==> src/rtl/fp_normalize_pack_if.sv <==
// Handshake and data bundle between the add/sub front end, the
// normalise/round/pack back end, and the result consumer.
interface fp_normalize_pack_if;
  logic        in_valid;
  logic        in_ready;
  logic        in_sign;
  logic [7:0]  in_exp;
  logic [25:0] in_mant;
  logic        in_sticky;
  logic        out_valid;
  logic        out_ready;
  logic [31:0] result;
  logic        ovf;
  logic        inexact;
  logic        zero;

  // Driver of operands and consumer of results
  modport master (
    output in_valid, in_sign, in_exp, in_mant, in_sticky, out_ready,
    input  in_ready, out_valid, result, ovf, inexact, zero
  );

  // The normalise/pack block itself
  modport slave (
    input  in_valid, in_sign, in_exp, in_mant, in_sticky, out_ready,
    output in_ready, out_valid, result, ovf, inexact, zero
  );
endinterface

==> src/rtl/fp_normalize_pack.sv <==
// Back end of the binary32 add/sub datapath: iterative normalisation
// (one shift per cycle), round-to-nearest-even and IEEE 754 packing.
// One operation in flight; valid/ready handshake on both sides.
module fp_normalize_pack #(
  parameter int unsigned MW = 26,
  parameter int unsigned EW = 8,
  parameter int unsigned FW = 23
) (
  input logic               clk,
  input logic               rst,
  fp_normalize_pack_if.slave bus
);

  typedef enum logic [1:0] {StIdle, StNorm, StRound, StDone} state_e;

  state_e          state_q, state_d;
  logic            in_ready_q, in_ready_d;
  logic            out_valid_q, out_valid_d;
  logic            sign_q, sign_d;
  // Two spare bits so carry/round increments past 255 are still visible
  logic [EW+1:0]   exp_q, exp_d;
  logic [MW-1:0]   mant_q, mant_d;
  logic            sticky_q, sticky_d;
  logic            sub_q, sub_d;
  logic            zpath_q, zpath_d;
  logic [31:0]     result_q, result_d;
  logic            ovf_q, ovf_d;
  logic            inexact_q, inexact_d;
  logic            zero_q, zero_d;

  logic            g, lsb, up;
  logic [FW+1:0]   ext;
  logic [EW+1:0]   exp_fin;

  // Rounding datapath: {hidden, frac} + round-up, plus final exponent
  always_comb begin
    g   = mant_q[0];
    lsb = mant_q[1];
    up  = g & (sticky_q | lsb);
    ext = {1'b0, mant_q[MW-2:1]} + {{(FW + 1){1'b0}}, up};
    // Subnormal: exponent field becomes 1 only if rounding reached the hidden bit
    if (sub_q) begin
      exp_fin = {{(EW + 1){1'b0}}, ext[FW]};
    end else begin
      exp_fin = exp_q + {{(EW + 1){1'b0}}, ext[FW+1]};
    end
  end

  // FSM next state, normalisation step and result packing
  always_comb begin
    state_d   = state_q;
    sign_d    = sign_q;
    exp_d     = exp_q;
    mant_d    = mant_q;
    sticky_d  = sticky_q;
    sub_d     = sub_q;
    zpath_d   = zpath_q;
    result_d  = result_q;
    ovf_d     = ovf_q;
    inexact_d = inexact_q;
    zero_d    = zero_q;

    unique case (state_q)
      StIdle: begin
        if (bus.in_valid && in_ready_q) begin
          sign_d   = bus.in_sign;
          exp_d    = (bus.in_exp == '0) ? {{(EW + 1){1'b0}}, 1'b1} : {2'b00, bus.in_exp};
          mant_d   = bus.in_mant;
          sticky_d = bus.in_sticky;
          sub_d    = 1'b0;
          zpath_d  = 1'b0;
          state_d  = StNorm;
        end
      end
      StNorm: begin
        if (mant_q == '0) begin
          zpath_d = 1'b1;
          state_d = StRound;
        end else if (mant_q[MW-1]) begin
          mant_d   = {1'b0, mant_q[MW-1:1]};
          exp_d    = exp_q + 1'b1;
          sticky_d = sticky_q | mant_q[0];
          state_d  = StRound;
        end else if (mant_q[MW-2]) begin
          state_d = StRound;
        end else if (exp_q == {{(EW + 1){1'b0}}, 1'b1}) begin
          sub_d   = 1'b1;
          state_d = StRound;
        end else begin
          mant_d = {mant_q[MW-2:0], 1'b0};
          exp_d  = exp_q - 1'b1;
        end
      end
      StRound: begin
        if (zpath_q) begin
          result_d  = 32'h0000_0000;
          ovf_d     = 1'b0;
          inexact_d = sticky_q;
          zero_d    = 1'b1;
        end else if (exp_fin >= {2'b00, {EW{1'b1}}}) begin
          result_d  = {sign_q, {EW{1'b1}}, {FW{1'b0}}};
          ovf_d     = 1'b1;
          inexact_d = 1'b1;
          zero_d    = 1'b0;
        end else begin
          result_d  = {sign_q, exp_fin[EW-1:0], ext[FW+1] ? {FW{1'b0}} : ext[FW-1:0]};
          ovf_d     = 1'b0;
          inexact_d = g | sticky_q;
          zero_d    = 1'b0;
        end
        state_d = StDone;
      end
      StDone: begin
        if (out_valid_q && bus.out_ready) state_d = StIdle;
      end
      default: state_d = StIdle;
    endcase

    in_ready_d  = (state_d == StIdle);
    // Valid rises one cycle into DONE and drops on the accepting edge
    out_valid_d = (state_q == StDone) && !(out_valid_q && bus.out_ready);
  end

  // State and datapath registers, async active-high reset
  always_ff @(posedge clk or posedge rst) begin
    if (rst) begin
      state_q     <= StIdle;
      in_ready_q  <= 1'b1;
      out_valid_q <= 1'b0;
      sign_q      <= 1'b0;
      exp_q       <= '0;
      mant_q      <= '0;
      sticky_q    <= 1'b0;
      sub_q       <= 1'b0;
      zpath_q     <= 1'b0;
      result_q    <= '0;
      ovf_q       <= 1'b0;
      inexact_q   <= 1'b0;
      zero_q      <= 1'b0;
    end else begin
      state_q     <= state_d;
      in_ready_q  <= in_ready_d;
      out_valid_q <= out_valid_d;
      sign_q      <= sign_d;
      exp_q       <= exp_d;
      mant_q      <= mant_d;
      sticky_q    <= sticky_d;
      sub_q       <= sub_d;
      zpath_q     <= zpath_d;
      result_q    <= result_d;
      ovf_q       <= ovf_d;
      inexact_q   <= inexact_d;
      zero_q      <= zero_d;
    end
  end

  assign bus.in_ready  = in_ready_q;
  assign bus.out_valid = out_valid_q;
  assign bus.result    = result_q;
  assign bus.ovf       = ovf_q;
  assign bus.inexact   = inexact_q;
  assign bus.zero      = zero_q;

endmodule

==> src/flat_wrapper.sv <==
// flat-port wrapper written by rule: the top's interface ports become plain ports
module fp_normalize_pack_flat 
#(
  parameter int unsigned MW = 26,
  parameter int unsigned EW = 8,
  parameter int unsigned FW = 23
)
  (clk, rst, bus_in_valid, bus_in_sign, bus_in_exp, bus_in_mant, bus_in_sticky, bus_out_ready, bus_in_ready, bus_out_valid, bus_result, bus_ovf, bus_inexact, bus_zero);
  fp_normalize_pack_if bus_i ();
  input logic clk;
  input logic rst;
  input wire logic [$bits(bus_i.in_valid)-1:0] bus_in_valid;
  input wire logic [$bits(bus_i.in_sign)-1:0] bus_in_sign;
  input wire logic [$bits(bus_i.in_exp)-1:0] bus_in_exp;
  input wire logic [$bits(bus_i.in_mant)-1:0] bus_in_mant;
  input wire logic [$bits(bus_i.in_sticky)-1:0] bus_in_sticky;
  input wire logic [$bits(bus_i.out_ready)-1:0] bus_out_ready;
  output wire logic [$bits(bus_i.in_ready)-1:0] bus_in_ready;
  output wire logic [$bits(bus_i.out_valid)-1:0] bus_out_valid;
  output wire logic [$bits(bus_i.result)-1:0] bus_result;
  output wire logic [$bits(bus_i.ovf)-1:0] bus_ovf;
  output wire logic [$bits(bus_i.inexact)-1:0] bus_inexact;
  output wire logic [$bits(bus_i.zero)-1:0] bus_zero;
  assign bus_i.in_valid = bus_in_valid;
  assign bus_i.in_sign = bus_in_sign;
  assign bus_i.in_exp = bus_in_exp;
  assign bus_i.in_mant = bus_in_mant;
  assign bus_i.in_sticky = bus_in_sticky;
  assign bus_i.out_ready = bus_out_ready;
  assign bus_in_ready = bus_i.in_ready;
  assign bus_out_valid = bus_i.out_valid;
  assign bus_result = bus_i.result;
  assign bus_ovf = bus_i.ovf;
  assign bus_inexact = bus_i.inexact;
  assign bus_zero = bus_i.zero;
  fp_normalize_pack #(.MW(MW), .EW(EW), .FW(FW)) u_core (.clk(clk), .rst(rst), .bus(bus_i));
endmodule
==> config.mk <==
export PLATFORM = sky130hd
export DESIGN_NAME = fp_normalize_pack_flat
export DESIGN_NICKNAME = d
export VERILOG_FILES = /design/src/rtl/fp_normalize_pack_if.sv /design/src/rtl/fp_normalize_pack.sv /design/src/flat_wrapper.sv
export SDC_FILE = /design/constraint.sdc
export NUM_CORES = 1
export LEC_CHECK = 0
export BUFFER_PORTS_ARGS = -buffer_cell sky130_fd_sc_hd__buf_2
export CORE_UTILIZATION = 35
export DETAILED_ROUTE_END_ITERATION = 8
export GPL_TIMING_DRIVEN = 0
export MAX_ROUTING_LAYER = met4
export PLACE_DENSITY = 0.64
export SLEW_MARGIN = 20
export SYNTH_ARGS = -nofsm -noshare
export SYNTH_HDL_FRONTEND = slang
export SYNTH_SLANG_ARGS = --single-unit
==> constraint.sdc <==
create_clock -name clk -period 3.1 [get_ports clk]
set_input_delay 0.31 -clock clk [delete_from_list [all_inputs] [get_ports clk]]
set_output_delay 0.31 -clock clk [all_outputs]
set_load 0.05 [all_outputs]
==> flow_metrics.tcl <==
set metrics [dict create \
    status "complete, no violations" \
    dominantRegCellSynth "dfrtp_1" \
    io_buffers 76 \
    die_area_mm2 0.0143 \
    p_leak_nw 2.56 \
    htree_levels 3 \
    path_max_fanout 6 \
    grt_setup_unrepaired "yes" \
    skew_ps 4.63 \
    cts.clk_slew.worst_paths_ps 60 \
    die_h_um 119 \
    synth_cell_types 63 \
    syn_to_final_growth_pct 21.8 \
    gp_congestion 0.864 \
    wl_per_cell_um 17.5 \
    grt.overflow.total 0 \
    hold_depth 2 \
    maxSlewViolCount 0 \
    powerDensity_mw_per_mm2 1010 \
    holdPathEnd "u_core.bus.out_valid$_DFF_PP0_" \
    syn_area_mm2 0.00483 \
    r2r_slack_ps 150 \
    min_period_ps 2950 \
    fin_tns_setup_ps 0 \
    min_from "bus_out_ready" \
    synthArstFlopShare 1.00 \
    r2r_end "u_core.bus.result[29]$_DFFE_PP0P_" \
    grt_first_pass_wirelength_um 21700 \
    crit_required_ps 3380 \
    drc 0 \
    syn_nets 559 \
    clk_path_buf_depth 2 \
    ys_seq_elements 79 \
    pre_cts_ws_ps -881 \
    final_cell_mix "buf_2, dfrtp_1, nand2_1" \
    fin_ws_ps 151 \
    cts_tree "done" \
    layout_commonest_cell "buf_2" \
    rr_worst_depth 10 \
    drive_above_1_share 0.262 \
    io_pins 77 \
    fp.dieW_um 119 \
    num_rows 42 \
    arrival_ps 3230 \
    startpoint_type "flop" \
    antennaDiodeCount 0 \
    drtIter0Drc 308 \
    fillers 1324 \
    synth_area_per_cell_um2 9.41 \
    fmax_ghz 0.339 \
    vdd_ir_drop_max_v 0.000471 \
    drt_first_pass_iters 4 \
    cts-buffers-inserted 9 \
    finalHoldViolCount 0 \
    timing.rr.start "u_core.mant_q[0]$_DFFE_PP0P_" \
    worstSetupEndpointType "flop" \
    postRouteAntennaNets 0 \
    yosysWarnings 0 \
    slew_headroom 0.464 \
    antenna_found_initial 0 \
    synth-edff-count 0 \
    hpwl_um 10100 \
    final_util 0.441 \
    grt_pass1_vias 4094 \
    syn_inst 513 \
    place_inst 766 \
    finalNonFillerCells 784 \
    cts_root_buf "clkbuf_16" \
    vias 4342 \
    ys_seq_area_frac 0.410 \
    max_slew.worst_pin.slew_ps 800 \
    grt_max_degree 57 \
    nNetsFinal 649 \
    wl_um 13700 \
    setup_viol 0 \
    clkLatencyLatePin_ps 340 \
    via_per_inst 5.54 \
    start_util 0.362 \
    clock-sinks 79 \
    path_class "flop to flop" \
    core_area_mm2 0.0133 \
    hold_class "input port to flop" \
    track_usage 0.202 \
    finalCritPeriodShare 0.951 \
    drv_cap 0 \
]
## logic make-up (layout without fill, tap and decap cells)
kind of cell,after synthesis,after routing,share of synthesized area
and+or+nand+nor,184,184,0.196
AOI/OAI and AO/OA,135,135,0.207
DFF,79,79,0.410
buffers and inverters,54,149,0.0482
xor gates and xnor gates,30,30,0.0544
muxes,25,25,0.0697
adders and majority gates,6,6,0.0156
## cell usage after synthesis (2+ instances only)
master      n  area share
dfrtp_1    78        0.40
nand2_1    59       0.046
clkbuf_1   35       0.027
o21ai_0    30       0.031
and3_1     25       0.032
nor2_1     24       0.019
a221o_1    23       0.048
xor2_1     22       0.040
nand3_1    21       0.022
a21oi_1    20       0.021
mux2_4     15       0.047
nand4_1    10       0.013
inv_1       9      0.0070
mux2_2      9       0.021
nand2b_1    9       0.012
nor3_1      9      0.0093
o22ai_1     9       0.012
nor4_1      8       0.010
xnor2_1     8       0.015
a21o_1      6      0.0093
a22o_1      6       0.011
a31oi_1     6      0.0078
ha_1        6       0.016
buf_2       5      0.0052
o22a_1      5      0.0091
and4_1      4      0.0073
o31ai_1     4      0.0062
a2111oi_0   3      0.0054
buf_6       3      0.0070
or3_1       3      0.0039
a2bb2oi_1   2      0.0036
a32oi_1     2      0.0036
and2_1      2      0.0026
o211ai_1    2      0.0031
o31a_1      2      0.0036
or4_1       2      0.0031
## worst max-delay path by stage
stage,end,slack (ps),cells past startpoint,from
after floorplan,u_core.bus.result[0]$_DFFE_PP0P_,110,12,u_core.mant_q[3]$_DFFE_PP0P_
after global placement,u_core.bus.result[21]$_DFFE_PP0P_,-800,12,u_core.mant_q[8]$_DFFE_PP0P_
after detailed placement,u_core.bus.result[21]$_DFFE_PP0P_,-880,12,u_core.mant_q[8]$_DFFE_PP0P_
after CTS,u_core.bus.result[21]$_DFFE_PP0P_,1,11,u_core.mant_q[1]$_DFFE_PP0P_
after global routing,u_core.bus.result[30]$_DFFE_PP0P_,-20,10,u_core.mant_q[0]$_DFFE_PP0P_
final,u_core.bus.result[29]$_DFFE_PP0P_,150,10,u_core.mant_q[0]$_DFFE_PP0P_
## layout make-up
| class | count | area, um^2 | share of cell area |
|---|---|---|---|
| plain buffers | 37 | 179 | 0.0304 |
| inverters | 9 | 36.3 | 0.00617 |
| multi-input cells | 380 | 2670 | 0.453 |
| well taps | 176 | 220 | 0.0374 |
| clock buffers | 13 | 240 | 0.0409 |
| clock inverters | 3 | 67.6 | 0.0115 |
| repair buffers | 87 | 485 | 0.0826 |
| flip-flops and latches | 79 | 1990 | 0.338 |
## critical path, cell delays in order, from the launching register on
cell and delay [ps]:
dfrtp_2 420, and2_1 150, ha_2 230, and4_4 280, and3_2 250, ha_4 170, nand3_1 140, o31a_1 340
a31o_2 260, a2111oi_0 500, a21o_1 140
## per-layer routing
layer | part of all wire | up-vias | track usage
met2 | 0.48 | 122 | 0.320
met1 | 0.46 | 2121 | 0.261
met5 | 0 | - | -
met4 | 0.013 | 0 | 0.0539
met3 | 0.049 | 17 | 0.0417
li1 | - | 2082 | -
## timing repair
action,4_1_cts,5_1_grt
endpoints found under the hold margin,23,0
resized for setup,16,7
pin swaps,0,1
setup endpoints to repair,33,25
hold buffers,1,0
setup buffers,0,9
## registers in the layout, summed over array words and instances (netlist names)
| name | flops |
|---|---|
| u_core.bus.in_ready | 1 |
| u_core.bus.inexact | 1 |
| u_core.bus.out_valid | 1 |
| u_core.bus.ovf | 1 |
| u_core.bus.result | 32 |
| u_core.bus.zero | 1 |
| u_core.exp_q | 10 |
| u_core.mant_q | 26 |
| u_core.sign_q | 1 |
| u_core.state_q | 2 |
| u_core.sticky_q | 1 |
| u_core.sub_q | 1 |
| u_core.zpath_q | 1 |
## power by group
part	internal, mW	switching [mW]
registers	1.43	0.469
logic	1.12	1.77
clock network	0.707	0.418
## through the flow
step                      area [um^2]  hold WS [ps]  total power, mW
after global placement           5430           455             4.68
after CTS                        5800           146             5.89
after global routing             5880           167             6.27
after detailed placement         5460           307             4.75
final                            5880           152             5.92
after floorplan                  4830           395             4.01
Note: power is estimated with default switching activity, not from simulation.
